===== src/rtl/cla_response_checker_golden_add.sv =====
// Combinational reference adder, full WIDTH+1-bit result; zero latency, no backpressure.
module cla_golden_add #(
  parameter int WIDTH = 4
) (
  input  logic [WIDTH-1:0] a,
  input  logic [WIDTH-1:0] b,
  input  logic             cin,
  output logic [WIDTH:0]   sum
);
  assign sum = {1'b0, a} + {1'b0, b} + {{WIDTH{1'b0}}, cin};
endmodule


===== config.mk =====
export PLATFORM = sky130hd
export DESIGN_NAME = cla_golden_add
export DESIGN_NICKNAME = d
export VERILOG_FILES = /design/src/rtl/cla_response_checker_golden_add.sv
export SDC_FILE = /design/constraint.sdc
export NUM_CORES = 1
export LEC_CHECK = 0
export ABC_AREA = 1
export BUFFER_PORTS_ARGS = -buffer_cell sky130_fd_sc_hd__buf_2
export CAP_MARGIN = 25
export CORE_AREA = 4 4 41 43
export DETAILED_ROUTE_END_ITERATION = 16
export DIE_AREA = 0 0 45 47
export SLEW_MARGIN = 20
export SYNTH_ARGS = -nofsm -noshare
export SYNTH_HDL_FRONTEND = slang
export SYNTH_SLANG_ARGS = --single-unit

===== constraint.sdc =====
create_clock -name vclk -period 1.24
set_input_delay 0.062 -clock vclk [all_inputs]
set_output_delay 0.062 -clock vclk [all_outputs]
set_load 0.1 [all_outputs]

==> reports/results.tsv <==
metric	value	unit
status	finished with violations	
violations	setup timing	
die_w	45	µm
core_area	0.00130	mm²
regArea	0	µm²
irDropWorstVdd	0.000364	V
synth-seq-area-share	0	
hpwl	412	µm
cp_slowest_cell	fa_2	
antenna_cells	0	
whs_endpoint	sum[0]	
synthTopCellsByArea	fa_1 (24%), ha_1 (23%), inv_1 (16%)	
wl_per_cell	8.07	µm
ys_warn_count	0	
io_pins	14	
fp.dieH	47	µm
syn-instance-count	25	
fin_tns_setup	-0.158	ns
postCtsHoldBufs	0	
cp.arrival	1.30	ns
cp_common_cell	fa_2	
wl_met1	188	µm
worst_pin_slew	0.280	ns
maxCapViolCount	0	
layout_commonest_cell	buf_2	
cp-end-kind	output port	
area_growth	136	%
gr-total-overflow	0	
hold_depth	3	
io_buffers	14	
final_cell_mix	buf_2 (8), inv_1 (5), buf_12 (5)	
dp.cells	55	
cp-start-kind	input port	
post_cts_buffers	0	
hold_viol	0	
synth.distinct_cells	9	
hp-class	in -> out	
syn_nets	39	
synth_top_area_share	0.242	
drtIter0Drc	0	
final_cells	55	
mappedNetlistArea	165	µm²
p_per_area	1180	mW/mm²
detail-route-antenna-nets	0	
rows	13	
setup-violations-final	2	
p_leak	0.192	nW
drtPass1Iterations	1	
nClkBuffers	0	
grt.total_usage	0.0442	
vias	195	
yosys.area.top_type	fa_1	
die_area	0.00212	mm²
drcViolationCount	0	
worstPathRequired	1.18	ns
layout.nets	56	
final.period_utilization	1.10	
drive_gt1_frac	0.575	
crit_chain	buf_6 > fa_2 > inv_2 > fa_2 > clkinvlp_4 > buf_12	
top_layer	met3	
wl_met3	67	µm
fmax	732	MHz
seq_cell_count	0	
startpoint	cin	
grt_max_degree	6	
route.met2.wl	187	µm
critPathMaxStageDelay	0.44	ns
fin_crit	1.37	ns
grt_pass1_wl	738	µm
routabilityCongestion	0.701	
relSlewSlack	0.814	
drv_slew	0	
fin_ws	-0.126	ns
antenna_found_initial	0	
rsz0062_at_grt	yes	
via_per_inst	3.55	
critical_path.max_fanout	2	
avgSynthCellArea	6.61	µm²
min_from	cin	
start_util	0.127	
first_global_vias	186	
worstSetupPathType	in -> out	
drt_wl_total	444	µm
-- area by class of cell --
type | instances | area, µm²
multi-input cells | 18 | 181
repair buffers | 15 | 159
fillers | 146 | 912
well taps | 15 | 18.8
inverters | 7 | 30.0
-- cell usage after synthesis --
cell type,count
ha_1,3
o21ai_0,1
inv_1,7
a21oi_1,2
nor2_1,1
nand2_1,5
fa_1,2
nand3_1,3
xnor2_1,1
-- worst max-delay path, delay by kind of cell --
kind,cells,cell delay (ns)
buffers and inverters,4,0.40
adders and majority gates,2,0.83
-- stage by stage --
step | cell area (µm²) | total power [mW] | worst slack, ns | hold WS (ns) | utilization
floorplan | 206 | 0.306 | -0.150 | 0.550 | -
global placement | 378 | 0.454 | -0.141 | 0.608 | 0.290
detailed placement | 378 | 0.457 | -0.156 | 0.611 | 0.290
CTS | 384 | 0.460 | -0.152 | 0.602 | 0.295
global route | 389 | 0.480 | -0.168 | 0.613 | 0.299
finish | 389 | 0.458 | -0.126 | 0.597 | 0.299
-- where the power goes --
group	internal, mW	total [mW]	switching, mW
clock	0	0	0
sequential	0	0	0
combinational	0.171	0.458	0.287
total	0.171	0.458	0.287
-- cell families after synthesis --
| family | after synthesis | share of synthesized area |
|---|---|---|
| and+or+nand+nor | 9 | 0.227 |
| buffers and inverters | 7 | 0.159 |
| xor gates and xnor gates | 1 | 0.0530 |
| AOI/OAI and AO/OA | 3 | 0.0909 |
| adders and majority gates | 5 | 0.470 |
-- timing repair --
item,in CTS,in global routing
gates cloned,0,0
pin swaps,4,2
gates resized for setup,1,1
endpoints found under the setup margin,3,4
-- layer usage --
| metal | vias to the layer above | GRT usage |
|---|---|---|
| met5 | - | 0 |
| met4 | 0 | 0 |
| met3 | 0 | 0 |
| met2 | 11 | 0.0706 |
| met1 | 77 | 0.0703 |
| li1 | 107 | - |
-- worst max path at each step --
| stage | end | cells after the start |
|---|---|---|
| global route | sum[1] | 6 |
| floorplan | sum[2] | 4 |
| global placement | sum[1] | 6 |
| CTS | sum[1] | 6 |
| finish | sum[1] | 6 |
| detailed placement | sum[1] | 6 |
Power figures use the tool's default switching activity.
